## src/rtl/bcd_serial_adder_ctrl_pkg.sv

```systemverilog
// bcd_serial_adder_ctrl_pkg: shared state encodings, BCD constants and digit checks
package bcd_serial_adder_ctrl_pkg;
    localparam logic [0:0] IDLE = 1'b0;
    localparam logic [0:0] RUN = 1'b1;
    localparam int BCD_W = 4;
    localparam logic [3:0] CORR = 4'd6;
    function automatic logic bcd_bad(input logic [BCD_W-1:0] v);
        return v > 4'd9;
    endfunction
endpackage

```

## src/rtl/bcd_serial_adder_ctrl_digit_add.sv

```systemverilog
// bcd_digit_add: combinational one-digit BCD add with decimal correction
module bcd_digit_add
    import bcd_serial_adder_ctrl_pkg::*;
(
    input  logic [3:0] x,
    input  logic [3:0] y,
    input  logic       c,
    output logic [3:0] d,
    output logic       co
);
    logic [4:0] s;
    logic       k;
    assign s  = {1'b0, x} + {1'b0, y} + {4'b0, c};
    assign k  = s[4] | (s[3] & (s[2] | s[1]));
    assign d  = s[3:0] + (k ? CORR : 4'd0);
    assign co = k;
endmodule

```

## src/rtl/bcd_serial_adder_ctrl.sv

```systemverilog
// bcd_serial_adder_ctrl: multi-digit BCD adder reusing one digit stage, LSD first
module bcd_serial_adder_ctrl
    import bcd_serial_adder_ctrl_pkg::*;
#(
    parameter int DIGITS = 4
) (
    input  logic                    clk,
    input  logic                    rst,
    input  logic                    start,
    input  logic [BCD_W*DIGITS-1:0] a,
    input  logic [BCD_W*DIGITS-1:0] b,
    input  logic                    cin,
    output logic                    busy,
    output logic                    done,
    output logic [BCD_W*DIGITS-1:0] sum,
    output logic                    cout,
    output logic                    err
);
    localparam int W  = BCD_W * DIGITS;
    localparam int IW = $clog2(DIGITS + 1);

    logic [0:0]    state;
    logic [W-1:0]  ra, rb, rs, rs_next;
    logic [IW-1:0] idx;
    logic          carry, err_st, bad, last, co;
    logic [3:0]    d;

    bcd_digit_add u_dig (
        .x (ra[3:0]),
        .y (rb[3:0]),
        .c (carry),
        .d (d),
        .co(co)
    );

    always_comb begin
        bad = 1'b0;
        for (int i = 0; i < DIGITS; i++)
            bad = bad | bcd_bad(a[i*BCD_W +: BCD_W]) | bcd_bad(b[i*BCD_W +: BCD_W]);
    end

    assign busy    = state == RUN;
    assign last    = idx == IW'(DIGITS - 1);
    // new digit enters at the top so digit 0 ends up in the low nibble
    assign rs_next = W'({d, rs} >> BCD_W);

    always_ff @(posedge clk or posedge rst) begin
        if (rst) begin
            state  <= IDLE;
            ra     <= '0;
            rb     <= '0;
            rs     <= '0;
            idx    <= '0;
            carry  <= 1'b0;
            err_st <= 1'b0;
            done   <= 1'b0;
            sum    <= '0;
            cout   <= 1'b0;
            err    <= 1'b0;
        end else begin
            done <= 1'b0;
            if (state == IDLE) begin
                if (start) begin
                    state  <= RUN;
                    ra     <= a;
                    rb     <= b;
                    carry  <= cin;
                    err_st <= bad;
                    idx    <= '0;
                end
            end else begin
                ra    <= ra >> BCD_W;
                rb    <= rb >> BCD_W;
                rs    <= rs_next;
                carry <= co;
                idx   <= idx + IW'(1);
                if (last) begin
                    state <= IDLE;
                    sum   <= rs_next;
                    cout  <= co;
                    err   <= err_st;
                    done  <= 1'b1;
                end
            end
        end
    end
endmodule

```

## config.mk

```make
export PLATFORM = sky130hd
export DESIGN_NAME = bcd_serial_adder_ctrl
export DESIGN_NICKNAME = d
export VERILOG_FILES = /design/src/rtl/bcd_serial_adder_ctrl_pkg.sv /design/src/rtl/bcd_serial_adder_ctrl_digit_add.sv /design/src/rtl/bcd_serial_adder_ctrl.sv
export SDC_FILE = /design/constraint.sdc
export NUM_CORES = 1
export LEC_CHECK = 0
export CAP_MARGIN = 15
export CORE_MARGIN = 1
export CORE_UTILIZATION = 39
export DETAILED_ROUTE_END_ITERATION = 7
export HOLD_SLACK_MARGIN = 0.02
export PLACE_DENSITY = 0.59
export SETUP_SLACK_MARGIN = 0.4
export SLEW_MARGIN = 5
export SYNTH_ARGS = -nofsm -noshare
export SYNTH_HDL_FRONTEND = slang
export SYNTH_HIERARCHICAL = 1
export SYNTH_SLANG_ARGS = --single-unit
```

## constraint.sdc

```tcl
create_clock -name clk -period 4.1 [get_ports clk]
set_input_delay 0.82 -clock clk [delete_from_list [all_inputs] [get_ports clk]]
set_output_delay 0.82 -clock clk [all_outputs]
set_load 0.01 [all_outputs]
```

Yosys cells after proc, flatten, opt, wreduce, memory -nomap -nowiden
Cells that the tools add are included.

Logic and storage cells: 52. Bits in registers: 73.

$lt $le $gt $ge: 8. Reduce and logical (&&, ||, !) cells: 3. Equal/unequal tests: 1. Add/sub/neg operators: 4. Mux-type cells: 14. Bitwise logic cells: 11.

Operators with widths (count): $mux W16 (4); $gt A4 B4 Y1 const B (8); $mux W3 (3); $or A1 B1 Y1 (9); $mux W1 (7); $add A4 B4 Y5 (1); $add A5 B1 Y5 (1); $add A4 B4 Y4 (1); $reduce_and A2 Y1 (2); $add A3 B1 Y3 const B (1); $eq A3 B2 Y1 const B (1); $reduce_bool A2 Y1 (1); $and A1 B1 Y1 (1); $not A1 Y1 (1).

Depth between registers and ports, before layout
Word-level depth: 8. Depth in mapped cells: 12. Gate-level depth less buffers: 12.

Hierarchy
The synthesis kept the hierarchy.

By module, submodules not included: bcd_serial_adder_ctrl (area an instance 2917.8 um^2, sequential area each 1726.7 um^2, times used 1, cells each 229); bcd_digit_add (area an instance 256.5 um^2, sequential area each 0.0 um^2, times used 1, cells each 30).

Worst setup path before layout
Ideal clock, no wire load.

Path type: register to register. Start point: register carry. End point: register rs[15]. Buffers on the path: 0. Stages on the path, launching flop included: 13. Setup slack: 1028 ps. Required time: 3975 ps. Data arrival time: 2948 ps. Clock period less this slack: 3072 ps. Library setup time: 125 ps. Cell sequence: dfrtp_1 inv_1 fa_1 fa_1 xor2_2 a221oi_2 a311o_1 ha_1 inv_1 fa_1 xor2_1 xnor2_1 mux2_2.

Word-level cells in the longest chain between the ends: 6.

RTL lines: start: declaration (RTL line bcd_serial_adder_ctrl.sv:25) `logic carry, err_st, bad, last, co;`; start signal: assignment (RTL line bcd_serial_adder_ctrl.sv:67) `carry <= cin;`; start signal: assignment (RTL line bcd_serial_adder_ctrl.sv:75) `carry <= co;`; $add A5 B1 Y5 (*) (RTL line bcd_serial_adder_ctrl_digit_add.sv:13) `assign s = {1'b0, x} + {1'b0, y} + {4'b0, c};`; $or A1 B1 Y1 (RTL line bcd_serial_adder_ctrl_digit_add.sv:14) `assign k = s[4] | (s[3] & (s[2] | s[1]));`; $and A1 B1 Y1 (RTL line bcd_serial_adder_ctrl_digit_add.sv:14); $or A1 B1 Y1 (*) (RTL line bcd_serial_adder_ctrl_digit_add.sv:14); net co (RTL line bcd_serial_adder_ctrl.sv:25); $mux W3 (*) (RTL line bcd_serial_adder_ctrl_digit_add.sv:15) `assign d = s[3:0] + (k ? CORR : 4'd0);`; $add A4 B4 Y4 (*) (RTL line bcd_serial_adder_ctrl_digit_add.sv:15); net d[3] (RTL line bcd_serial_adder_ctrl.sv:26) `logic [3:0] d;`; end signal: assignment (RTL line bcd_serial_adder_ctrl.sv:74) `rs <= rs_next;`; end: declaration (RTL line bcd_serial_adder_ctrl.sv:23) `logic [W-1:0] ra, rb, rs, rs_next;`.

Mark *: on every way through the listed nets, which the timed path passes. The rest lies on a longest branch. A chain may end at the register's enable or synchronous reset.

Worst setup path in the final report
Ends and elaborated chain as after synthesis.

==> PnR_summary.wiki <==
{| class="wikitable"
! Metric !! Value
|-
| Status || completed
|-
| Core Rows || 32
|-
| Drt initial violations || 62
|-
| Setup-failing EPs final || 0
|-
| Worst min-delay path category || reg2reg
|-
| Placed cell area || around 3800 um^2
|-
| Worst setup SP type || flip-flop
|-
| Post-synth EDFFs || 0
|-
| Power share of the sequential group || between 40% and 50%
|-
| Net Sw Frac || between 30 and 40%
|-
| Number of synthesized register bits || 69
|-
| Crit. End Element || flip-flop
|-
| Port buffer count || 55
|-
| CTS tree || built
|-
| Power per unit of standard cell area || 652 nW/um^2
|-
| Effective utilization at floorplan || 40.7%
|-
| Fraction of the core area covered by cells at the end of the flow || 50.9%
|-
| Number of antenna diodes || 0
|-
| Number of vias after detailed routing || between 2k and 2.5k
|-
| FFs w/ async S/R, synth || 100%
|-
| Inserted Clock Buffers || 9
|-
| H-Tree Level Count || 3
|-
| Slew at the pin closest to its max-slew limit || 0.877 ns
|-
| Main flop type after synthesis || sky130_fd_sc_hd__dfrtp_1
|-
| Global router's overall resource usage || 14.8%
|-
| Maximum clock path buffer count || 2
|-
| Required time of the critical path || 4.31 ns
|-
| Unrepaired setup endpoints after global routing || false
|-
| Pin count of the biggest net entering global routing || 77
|-
| # IOs || 56
|-
| Growth of design area from synthesis to finish || 25.2%
|-
| Max Clock Skew || 0.0115 ns
|-
| Hpwl dp || 3.96 mm
|-
| Headroom to the max-slew limit || 41.6%
|-
| Clock power share || around 20%
|-
| Worst setup path category || reg2reg
|-
| Final antenna-violating net count || 0
|-
| Max-cap violations || 0
|-
| Average instance area after synthesis || 12.3 um^2
|-
| Cell count after synthesis || around 260
|-
| Antenna violations before repair || 0
|-
| Length of the first detailed-routing pass in iterations || 4
|-
| Number of vias per cell || 4.80
|-
| Logic gate share of total power || 38.1%
|-
| Width of the die || 92.2 um
|-
| Final Hold Fails || 0
|-
| Area of the core || 7810 um^2
|-
| Clock Sinks || 69
|-
| Wire length reported by the detailed router || 5.72 mm
|-
| Portion of the post-synthesis area used by sequential elements || 54.4%
|-
| Launching point of the worst reg2reg path || carry
|-
| Number of distinct library cells after synthesis || 31
|-
| Min-Delay Startpoint || rb[9]
|-
| Worst Hold Slack || 0.486 ns
|-
| Clock-pin slew of the registers on the worst-case setup and hold paths || 0.07 ns
|-
| Highest Clock Rate || between 0.3 and 0.4 GHz
|-
| Die extent in y || 92.2 um
|-
| Residual DRC || 0
|-
| First-pass GRT wire length || 9.79 mm
|-
| Last weighted congestion value of the routability-driven placer || 0.707
|-
| Residual overflow from global routing || 0
|-
| Clock period minus worst slack || 3.26 ns
|-
| Count of cells along the worst register-to-register path || 12
|-
| # hold bufs at CTS || 0
|-
| Area fraction of the dominant cell type after synthesis || 54.4%
|-
| Switching pwr || 0.000807 W
|-
| Non-filler cells in the finished layout || 422
|-
| Count of buffers added by post-CTS timing repair for setup || 0
|-
| Signal arrival time at the worst endpoint || ~3.5 ns
|-
| Number of warnings printed during yosys synthesis || 6
|-
| Number of instances on the worst hold path || 2
|-
| Summed instance area of the synthesized netlist || 3170 um^2
|-
| Final cycle utilization of the critical path || 79.4%
|-
| Internal power of the cells || 0.00178 W
|-
| Net Count, Synth || 304
|-
| Share of post-route cells with drive strength above 1 || between 10% and 20%
|-
| Clock Root Buffer || sky130_fd_sc_hd__clkbuf_8
|-
| Number of global-route vias before repair || 2012
|-
| Number of nets in the final layout || 360
|-
| Endpoint of the worst hold path || rb[5]
|-
| Largest fanout on the critical path || 3
|-
| Full die area || 8500 um^2
|-
| Most common library cell in the layout ignoring fill and taps || sky130_fd_sc_hd__dfrtp_1
|-
| Worst flop-to-flop path endpoint || rs[15]
|-
| Static leakage || roughly 1.8 nW
|-
| Reg-to-reg setup timing slack || 0.84 ns
|-
| Count of cells resized by post-cts repair || 0
|-
| Aggregate negative setup slack || 0 ns
|-
| Largest area contributor in the netlist || sky130_fd_sc_hd__dfrtp_1
|-
| Worst IR Drop VDD || 0.225 mV
|-
| Clock insertion delay at the later pin of the skew report || 0.33 ns
|-
| Finished Cell Area || a little under 4000 um^2
|-
| Final count of pins violating max slew || 0
|-
| Highest-count cells in the layout ignoring fill and taps || 68 x sky130_fd_sc_hd__dfrtp_1, 54 x sky130_fd_sc_hd__clkdlybuf4s50_1, 34 x sky130_fd_sc_hd__mux2i_1
|-
| Post-DR wirelength/cell || about 14 um
|-
| Placed Cells || between 400 and 500
|-
| Largest cells by area after synthesis || sky130_fd_sc_hd__dfrtp_1 54%, sky130_fd_sc_hd__mux2i_1 11%, sky130_fd_sc_hd__mux2_2 7.4%, sky130_fd_sc_hd__o21ai_0 5.2%, sky130_fd_sc_hd__mux2_4 4.3%
|}
area by class of cell:
class                      count  area, um^2
fill                         722        3830
timing repair buffer          58         568
sequential                    69        1730
clock inverter                 4        48.8
clock buffer                  12         135
tap                          102         128
inverter                      14        52.6
multi-input combinational    163        1320
power groups by stage:
| stage | Clock, W | Sequential (W) | Combinational [W] |
|---|---|---|---|
| floorplan | 0 | 0.00110 | 0.000659 |
| detailed placement | 0 | 0.00110 | 0.00100 |
| finish | 0.000520 | 0.00108 | 0.000986 |
| global placement | 0 | 0.00109 | 0.000975 |
| CTS | 0.000541 | 0.00109 | 0.00101 |
| global route | 0.000566 | 0.00112 | 0.00110 |
cell families (layout without fill, tap and decap cells):
kind of cell / Yosys count / count (layout) / synth area share, %
buffers and inverters: 27 / 88 / 4.18
muxes: 64 / 64 / 22.4
AOI/OAI and AO/OA: 41 / 41 / 7.53
xor gates and xnor gates: 3 / 3 / 1.06
DFF: 69 / 69 / 54.4
adders and majority gates: 9 / 9 / 4.26
and+or+nand+nor: 46 / 46 / 6.15
stage by stage:
stage / setup WS (ns) / total power [W]
after floorplan: 1.03 / 0.00176
after detailed placement: 0.840 / 0.00210
after global routing: 0.684 / 0.00279
final: 0.844 / 0.00259
after global placement: 0.929 / 0.00207
after CTS: 0.836 / 0.00264
worst max path at each step:
stage / from / end / slack, ns / cells after the start
after floorplan: carry / rs[15] / 1.03 / 12
after global placement: carry / rs[15] / 0.93 / 12
after detailed placement: carry / rs[15] / 0.84 / 12
after CTS: carry / rs[15] / 0.84 / 12
after global routing: carry / sum[15] / 0.68 / 12
final: carry / rs[15] / 0.84 / 12
worst max-delay path, stage by stage (launching register included):
cell	delay, ns
sky130_fd_sc_hd__dfrtp_1	0.35
sky130_fd_sc_hd__inv_1	0.06
sky130_fd_sc_hd__fa_1	0.48
sky130_fd_sc_hd__fa_1	0.46
sky130_fd_sc_hd__xor2_2	0.20
sky130_fd_sc_hd__a221oi_2	0.27
sky130_fd_sc_hd__a311o_1	0.21
sky130_fd_sc_hd__ha_1	0.15
sky130_fd_sc_hd__inv_1	0.05
sky130_fd_sc_hd__fa_1	0.37
sky130_fd_sc_hd__xor2_1	0.16
sky130_fd_sc_hd__xnor2_1	0.13
sky130_fd_sc_hd__mux2_2	0.26
sequential cells by signal, indices dropped and copies added, names as in the netlist:
name	count
ra	16
sum	16
err_st	1
err	1
busy	1
cout	1
idx	3
rb	16
carry	1
rs	12
done	1
cells in the mapped netlist (2+ instances only):
master	number
sky130_fd_sc_hd__buf_2	7
sky130_fd_sc_hd__mux2i_1	34
sky130_fd_sc_hd__nand2b_1	2
sky130_fd_sc_hd__buf_4	4
sky130_fd_sc_hd__fa_1	3
sky130_fd_sc_hd__nor2_1	10
sky130_fd_sc_hd__dfrtp_1	69
sky130_fd_sc_hd__nor2b_1	2
sky130_fd_sc_hd__ha_1	6
sky130_fd_sc_hd__mux2_4	9
sky130_fd_sc_hd__nand2_1	27
sky130_fd_sc_hd__inv_1	14
sky130_fd_sc_hd__nand4_1	2
sky130_fd_sc_hd__mux2_2	21
sky130_fd_sc_hd__o21ai_0	33
per-layer routing:
metal  wire length [um]  GRT usage, %  share of wire, %
met3                268          4.98               4.7
met1               2760          20.5                48
met5                  0             0                 0
met4                 38          3.13              0.66
met2               2660          22.7                46
Power figures use the tool's default switching activity.
==> RTL edit (same flow settings) <==
Set the package constant `BCD_W` to 6 (it was 4).
--- a/src/rtl/bcd_serial_adder_ctrl_pkg.sv
+++ b/src/rtl/bcd_serial_adder_ctrl_pkg.sv
@@ -2,7 +2,7 @@
 package bcd_serial_adder_ctrl_pkg;
     localparam logic [0:0] IDLE = 1'b0;
     localparam logic [0:0] RUN = 1'b1;
-    localparam int BCD_W = 4;
+    localparam int BCD_W = 6;
     localparam logic [3:0] CORR = 4'd6;
     function automatic logic bcd_bad(input logic [BCD_W-1:0] v);
         return v > 4'd9;
Interface: changed (resized a, b and sum); port bits go from 56 to 80. The function was not compared with the original's and may differ.
==> RTL edit against the unedited design <==
  * Core utilization grew 0.50 points
  * Sequential cell count unchanged
  * Combinational power up 35%
  * Power is 17% higher
  * Setup slack gained 58 ps
  * Synthesized area grew 4.0%
  * Wire length is 9.4% higher
  * Clock power is 6.7% higher
  * Cell area grew 6.3%
  * Via count grew 8.0%
  * Largest cell class unchanged
  * Highest routed layer unchanged
==> RTL edit: results (changes against the unedited design) <==
peakVddDrop_mv: 0.254  # +13%
p_leak_uw: 0.00193  # +5.1%
p_switching_uw: 1020  # +27%
grt_first_pass_wirelength_um: 10400  # +6.1%
fin_nets: 409  # +14%
dp_hpwl_um: 4380  # +11%
wl_um: 6260  # +9.4%
ys_types: 30  # -3.2%
status: "complete, no violations"
grt_pass1_vias: 2143  # +6.5%
post-route-min-period_ps: 3200  # -58.2 ps
vias_per_cell: 4.78  # -0.44%
fin_cells: 458  # +8.5%
synth_commonest_cells: "69 x dfrtp_1, 35 x mux2i_1, 34 x o21ai_0, 27 x nand2_1, 21 x mux2_2"
ff2ff_setup_slack_ps: 900  # +60 ps
place_area_mm2: 0.00402  # +6.1%
tightestPinTransition_ps: 1050  # +171 ps
grt_use_total: 0.158  # +0.00937
place_ws_ps: 889  # +48.5 ps
io_buffers: 71  # +29%
antenna_cells: 0  # unchanged
yosysSeqAreaShare: 0.523  # -0.0208
drive_gt1_frac: 0.153  # -0.00953
whs_path_depth: 2  # unchanged
drt-pass1-iter-count: 2  # -2
first_iter_violations: 70  # +13%
top_regs: "ra: 16 flops, rb: 16 flops, sum: 16 flops"
gp_congestion: 0.795  # +12%
synthCells: 278  # +7.3%
synthTopCellsByArea: "dfrtp_1 52%, mux2i_1 11%, mux2_2 7.2%"
n_fill_cell: 762  # +5.5%
clk_latency_ps: 350  # +20 ps
dp.cells: 442  # +8.9%
==> RTL edit: changes by cell type in the layout (fill, tap and decap cells not counted), moves of 2 or more <==
cell	change
conb_1	+8
clkbuf_1	-3
o21a_1	+2
nor4_1	+4
clkdlybuf4s50_1	+16
nor2_1	+2
nor3_1	+3
==> RTL edit: power by group through the flow <==
stage / Clock, uW / Combinational [uW] / Sequential (uW)
CTS: 575 / 1350 / 1160
detailed placement: 0 / 1340 / 1170
finish: 555 / 1330 / 1150
floorplan: 0 / 938 / 1170
global route: 610 / 1480 / 1190
global placement: 0 / 1300 / 1160
==> RTL edit: worst max-delay path: stages, from the launching register on <==
cell     delay [ps]
dfrtp_1         350
inv_1            60
fa_1            490
fa_1            450
xor2_1          210
a32oi_1         220
o21a_1          190
ha_1            160
inv_1            50
fa_1            370
xnor2_1         140
xnor2_1         140
mux2_2          260
==> RTL edit: worst paths after layout <==
| check | from | endpoint |
|---|---|---|
| setup / recovery | carry | sum[21] |
| hold / removal | rb[20] | rb[14] |
| setup reg to reg | carry | sum[21] |
| hold reg to reg | rb[20] | rb[14] |
| max in group asynchronous | rst | busy |
| min in group asynchronous | rst | sum[0] |
==> RTL edit: logic make-up after synthesis <==
kind of cell | after synthesis | synth area share
buffers and inverters | 35 | 0.0644
adders and majority gates | 9 | 0.0409
DFF | 69 | 0.523
xor gates and xnor gates | 3 | 0.00796
other | 1 | 0.00114
muxes | 65 | 0.219
AOI/OAI and AO/OA | 41 | 0.0663
and+or+nand+nor | 55 | 0.0773
==> RTL edit: stage by stage <==
stage / hold WS (ps) / utilization
2_1_floorplan: 449 / -
3_3_place_gp: 461 / 0.490
3_5_place_dp: 469 / 0.490
4_1_cts: 490 / 0.514
5_1_grt: 518 / 0.514
6_report: 487 / 0.514
==> RTL edit: layout make-up <==
class	count	area, um2	area share
Sequential cell	69	1730	0.409
Tap cell	105	131	0.0311
Clock buffer	10	138	0.0326
Inverter	13	48.8	0.0116
Multi-Input combinational cell	181	1390	0.328
Clock inverter	6	62.6	0.0148
Timing Repair Buffer	74	728	0.172
==> RTL edit: layer usage <==
| metal | vias up | global-route usage | share of wire |
|---|---|---|---|
| met5 | - | 0 | 0 |
| met4 | 0 | 0.0615 | 0.016 |
| met3 | 9 | 0.0639 | 0.058 |
| met2 | 57 | 0.237 | 0.45 |
| met1 | 1044 | 0.202 | 0.47 |
| li1 | 1078 | - | - |
